### config.mk
export PLATFORM = sky130hd
export DESIGN_NAME = uart_tx_arbiter
export DESIGN_NICKNAME = d
export VERILOG_FILES = /design/src/rtl/uart_tx_arbiter.sv
export SDC_FILE = /design/constraint.sdc
export NUM_CORES = 1
export LEC_CHECK = 0
export CORE_MARGIN = 10
export CORE_UTILIZATION = 40
export CTS_CLUSTER_SIZE = 10
export DETAILED_ROUTE_END_ITERATION = 12
export GPL_ROUTABILITY_DRIVEN = 0
export PLACE_DENSITY = 0.79
export SYNTH_ARGS = -nofsm -noshare
export SYNTH_HDL_FRONTEND = slang
export SYNTH_SLANG_ARGS = --single-unit
### constraint.sdc
create_clock -name clk -period 2.15 [get_ports clk]
set_input_delay 0.43 -clock clk [delete_from_list [all_inputs] [get_ports clk]]
set_output_delay 0.43 -clock clk [all_outputs]
set_load 0.005 [all_outputs]
### src/rtl/uart_tx_arbiter.sv
// uart_tx_arbiter
//   Shares a single 8-bit UART transmitter among NUM_REQ byte-stream
//   requesters. Round-robin arbitration with packet locking: the owner keeps
//   the transmitter until its last byte has gone out, MAX_BURST bytes have
//   been sent, or it drops req_valid. Exactly one byte is in flight at a time:
//   handshake -> tx_start pulse -> wait for tx_done -> next byte.
//
// Ports
//   clk, reset            system clock, synchronous active-high reset
//   req_valid/req_last    per-requester byte valid / end-of-packet flag
//   req_data              byte of requester i at [8*i+7:8*i]
//   req_ready             per-requester accept (one-hot or zero)
//   grant_valid/grant_id  current owner of the transmitter
//   tx_start/tx_data      one-cycle load pulse and the byte to send
//   tx_busy/tx_done       transmitter status, already in the clk domain
module uart_tx_arbiter #(
  parameter int NUM_REQ   = 4,
  parameter int MAX_BURST = 16
) (
  input  logic                       clk,
  input  logic                       reset,
  input  logic [NUM_REQ-1:0]         req_valid,
  input  logic [8*NUM_REQ-1:0]       req_data,
  input  logic [NUM_REQ-1:0]         req_last,
  output logic [NUM_REQ-1:0]         req_ready,
  output logic                       grant_valid,
  output logic [$clog2(NUM_REQ)-1:0] grant_id,
  output logic                       tx_start,
  output logic [7:0]                 tx_data,
  input  logic                       tx_busy,
  input  logic                       tx_done
);

  localparam int         ID_W      = $clog2(NUM_REQ);
  localparam int         DATA_W    = 8;
  localparam logic [7:0] BURST_MAX = 8'(MAX_BURST);

  typedef enum logic [1:0] {
    IDLE = 2'd0,
    SEND = 2'd1,
    WAIT = 2'd2
  } state_t;

  state_t              state;
  state_t              state_n;
  logic [ID_W-1:0]     rr_ptr;
  logic [7:0]          burst_cnt;
  logic                last_q;

  logic                pick_found;
  logic [ID_W-1:0]     pick_id;
  logic [ID_W-1:0]     cand;
  logic                handshake;
  logic                do_grant;
  logic                do_release;
  logic [DATA_W-1:0]   data_arr [NUM_REQ];

  always_comb begin
    for (int i = 0; i < NUM_REQ; i++) begin
      data_arr[i] = req_data[DATA_W*i +: DATA_W];
    end
  end

  // Round-robin search starting just after the previous owner. The candidate
  // index wraps explicitly so NUM_REQ need not be a power of two.
  always_comb begin
    pick_found = 1'b0;
    pick_id    = '0;
    cand       = rr_ptr;
    for (int k = 0; k < NUM_REQ; k++) begin
      cand = (cand == ID_W'(NUM_REQ - 1)) ? '0 : cand + ID_W'(1);
      if (!pick_found && req_valid[cand]) begin
        pick_found = 1'b1;
        pick_id    = cand;
      end
    end
  end

  // Next-state and combinational outputs. Withdrawal in SEND takes priority
  // over a stalled transmitter so an idle owner never blocks the others.
  always_comb begin
    state_n    = state;
    do_grant   = 1'b0;
    do_release = 1'b0;
    handshake  = 1'b0;
    req_ready  = '0;
    case (state)
      IDLE: begin
        if (pick_found) begin
          do_grant = 1'b1;
          state_n  = SEND;
        end
      end
      SEND: begin
        req_ready[grant_id] = !tx_busy;
        if (!req_valid[grant_id]) begin
          do_release = 1'b1;
          state_n    = IDLE;
        end else if (!tx_busy) begin
          handshake = 1'b1;
          state_n   = WAIT;
        end
      end
      WAIT: begin
        if (tx_done) begin
          if (last_q || (burst_cnt == BURST_MAX)) begin
            do_release = 1'b1;
            state_n    = IDLE;
          end else begin
            state_n = SEND;
          end
        end
      end
      default: state_n = IDLE;
    endcase
  end

  // Registered state: FSM, grant bookkeeping and the byte handed to the UART.
  always_ff @(posedge clk) begin
    if (reset) begin
      state       <= IDLE;
      rr_ptr      <= ID_W'(NUM_REQ - 1);
      grant_valid <= 1'b0;
      grant_id    <= '0;
      burst_cnt   <= 8'd0;
      last_q      <= 1'b0;
      tx_start    <= 1'b0;
      tx_data     <= 8'd0;
    end else begin
      state    <= state_n;
      tx_start <= handshake;
      if (do_grant) begin
        grant_valid <= 1'b1;
        grant_id    <= pick_id;
        burst_cnt   <= 8'd0;
      end
      if (handshake) begin
        tx_data   <= data_arr[grant_id];
        last_q    <= req_last[grant_id];
        burst_cnt <= burst_cnt + 8'd1;
      end
      if (do_release) begin
        rr_ptr      <= grant_id;
        grant_valid <= 1'b0;
        burst_cnt   <= 8'd0;
      end
    end
  end

endmodule

==> run summary <==
The leftover overflow at the end of global routing came out at 0. The startpoint class of the critical path is a flip-flop. The flip-flop and latch count after synthesis is 25. The highest clock rate is ~480 MHz. Between clock sinks in the finished design, the worst skew comes to approximately 0.0011 ns. Across all register-to-register paths, the minimum setup slack is around 0.19 ns. The flow ran to the end, and the final reports show no timing, DRC or antenna violations.

By count the netlist is led by nand2_1, dfxtp_1, nor2_1. The number of max-slew violations in the final report is 0. Entering global routing, the biggest net connects 17 pins.

The cell count after synthesis is about 190. The count of endpoints failing hold in the final timing report is 0. The worst-case setup slack after placement came out at -0.255 ns.

The worst endpoint data arrival time is around 1.7 ns. The final worst hold slack is approximately 0.46 ns. Setup violations remaining at the end of the flow were counted as 0. The number of antenna-violating nets in the routed design came out at 0.

The die is ~84 um wide. The share of power burned in registers is 31.3%. The transition time at the pin with the least slew margin is 0.411 ns.

STA puts the critical path data required time at 1.72 ns. The number of design-rule violations left by the first detailed-router iteration is 46. TritonCTS built the clock tree. The total power per unit cell area came out at approximately 740 mW/mm^2. The first-pass GRT wire length is 7.96 mm. For this run, the post-layout net count is about 320. The number of levels in the clock H-tree is 1. In the routed layout, each cell is associated on average with a via count of around 5.3. The internal portion of the total power is about 0.0012 W. In this run the worst hold path is classified as reg -> reg.

The maximum vdd ir drop is ~0.00042 V. The most common cell in the netlist is nand2_1. The most critical setup path has its endpoint at req_ready[3]. The number of nets handed over by synthesis was about 240. The Yosys warning count is 0. The relative slew slack is a little over 70%.

The launch point of the critical path is state[1]. The antenna diode count came out at 0. The length of the first detailed-routing pass in iterations is 4. The worst register-to-register path begins at grant_id[1]. The count of standard-cell rows came out at 23. The endpoint identified for the worst register-to-register timing path is state[0]. The estimated wirelength of the detail-placed design came out at approximately 3.9 mm. The overall power consumption is 0.00184 W. Clock tree synthesis selected as its root buffer the cell clkbuf_8. The most used flip-flop cell after synthesis is dfxtp_1. The aggregate routed wire length is roughly 4.8 mm. The final critical-path share of the clock period came out at between 90 and 100%.

Counting flops with a built-in enable in the synthesized netlist gives 0. The number of antenna violations at the first check in global routing came to 0. The post-synthesis cell type with the largest combined area is dfxtp_1. The share of cells above drive strength 1 came out at 15.6%. Yosys attributes the largest share of cell area to dfxtp_1, mux4_2, nand2_1, ha_1, nor2_1.

For this block, the via count after detailed routing is between 1500 and 2000. The part of the power in the clock network came out at 15.1%. The path depth of the worst reg2reg path is 5. The final critical-path required period is ~2.1 ns.

The net switching component of the power came out at approximately 0.00064 W. Setup repair after global routing could not meet its margin everywhere. Counting the buffers created by CTS gives 3. In the global route stage, overall resource usage came out at a little over an eighth. The vertical die dimension came out at between 80 and 90 um. The CTS sink count is 25. The classification of the worst setup path is reg -> out. The remaining design rule violation count is 0. The combinational fraction of design power is 53.6%. The fraction of registers with async set/reset came out at 0%.

The final worst slack is 0.0613 ns. The count of input and output buffers is slightly below 60. The initial core utilization is roughly two fifths.

The sequential fraction of the synthesis area came out at 30.3%. The core footprint came out at 0.00400 mm^2. The area added between synthesis and finish is 51.0%.

The detail-routed net length per standard cell is around 15 um. Pin placement for this block handled 60 I/O pins. The share of the synthesized area in the top cell type is between 30% and 40%. The die outline area came out at between 0.007 and 0.008 mm^2. Counting along the longest clock path gives a buffer depth of 2. The via count of the first global-routing pass is about 1700. The type of destination of the critical path is a primary output. The number of maximum-capacitance constraint violations is 0. At the later pin of the worst-skew pair, clock insertion delay measures about 0.27 ns. The maximum fanout along the worst path is 4. The count of cell types in the netlist came out at 40. The leakage power figure came out at roughly 1 nW. The switching share of power is 34.5%. The per-instance average area after synthesis is about 8.6 um^2.

The post-synth design cell area came out at 0.00165 mm^2. The clock transition at the registers of the reported paths came out at ~0.08 ns.
==> how the worst min path moves through the flow <==
| stage | from | to | depth (start not counted) |
|---|---|---|---|
| finish | tx_data[0] | tx_data[0] | 2 |
| global route | tx_data[3] | tx_data[3] | 2 |
| CTS | tx_data[3] | tx_data[3] | 2 |
| detailed placement | tx_data[3] | tx_data[3] | 2 |
| global placement | tx_data[7] | tx_data[7] | 2 |
| floorplan | rr_ptr[1] | rr_ptr[1] | 1 |
==> per-stage QoR <==
step	TNS (ns)	util, %	std cells	cell area, um^2
2_1_floorplan	0	-	192	1650
3_3_place_gp	-1.23	60.3	309	2410
3_5_place_dp	-1.66	60.3	309	2410
4_1_cts	0	62.0	313	2480
5_1_grt	-0.0474	62.4	313	2500
6_report	0	62.4	313	2500
==> flip-flops by register name, indices dropped and copies added (netlist names) <==
signal       cells
grant_valid      1
rr_ptr           2
tx_data          8
burst_cnt        8
grant_id         2
tx_start         1
last_q           1
state            2
==> timing repair <==
| action | CTS | global route |
|---|---|---|
| pin swaps | 0 | 3 |
| gates resized for setup | 8 | 7 |
| buffers inserted | 0 | 0 |
| hold buffers | 0 | 0 |
| setup endpoints to repair | 4 | 4 |
==> power by group through the flow <==
stage	logic, W	registers (W)	clock network (W)
2_1_floorplan	0.000590	0.000570	0
3_3_place_gp	0.000956	0.000578	0
3_5_place_dp	0.000980	0.000582	0
4_1_cts	0.000993	0.000578	0.000284
5_1_grt	0.00109	0.000586	0.000302
6_report	0.000988	0.000577	0.000279
==> placed cells by master, fill, tap and decap left out, types with 2 or more instances in the layout <==
cell type         n
a21oi_1          16
nand3b_1          4
a22oi_1           4
o21ai_0           6
inv_1             6
nor2_1           23
mux2i_1           7
and3_1            2
nor4_1            2
dlygate4sd2_1     2
xor2_1            2
buf_4            20
a211oi_1          3
xnor2_1           2
nor2b_1           2
nor4b_1           2
a21o_1            3
nand3_1           6
dfxtp_1          23
ha_1              6
clkdlybuf4s50_1  52
a31oi_1           3
mux4_1            3
dfxtp_2           2
dlymetal6s2s_1    5
nand2_1          27
mux4_2            7
clkbuf_8          3
==> cell families (layout without fill, tap and decap cells) <==
kind of cell             Yosys count  in the layout  share of synthesized area [%]
AND/OR/NAND/NOR                   76             76                           21.6
AO/OA/AOI/OAI                     42             42                           16.1
flip-flops                        25             25                           30.3
buffers and inverters             20             91                           5.38
multiplexers                      18             18                           19.2
adder cells (fa/ha/maj)            7              7                           5.30
XOR/XNOR                           4              4                           2.12
==> worst max-delay path, stage by stage, from the launching register on <==
cell and delay, ns:
dfxtp_2 0.35, inv_2 0.08, ha_4 0.14, nor2b_4 0.16, and3_1 0.16, clkdlybuf4s50_1 0.50
==> layer usage <==
metal  share of wire [%]  up-vias  global-route usage, %
met2                  51       42                   24.5
li1                    -      831                      -
met3                 4.8        4                   2.03
met5                   0        -                      0
met1                  43      778                   14.9
met4                 1.2        0                   4.57
==> area by class of cell <==
class	instances	area, um^2
Inverter	7	26.3
Fill cell	359	1500
Timing Repair Buffer	80	771
Multi-Input combinational cell	147	1090
Clock buffer	4	45.0
Sequential cell	25	503
Tap cell	50	62.6
No activity file was read; power rests on OpenSTA's default activity.
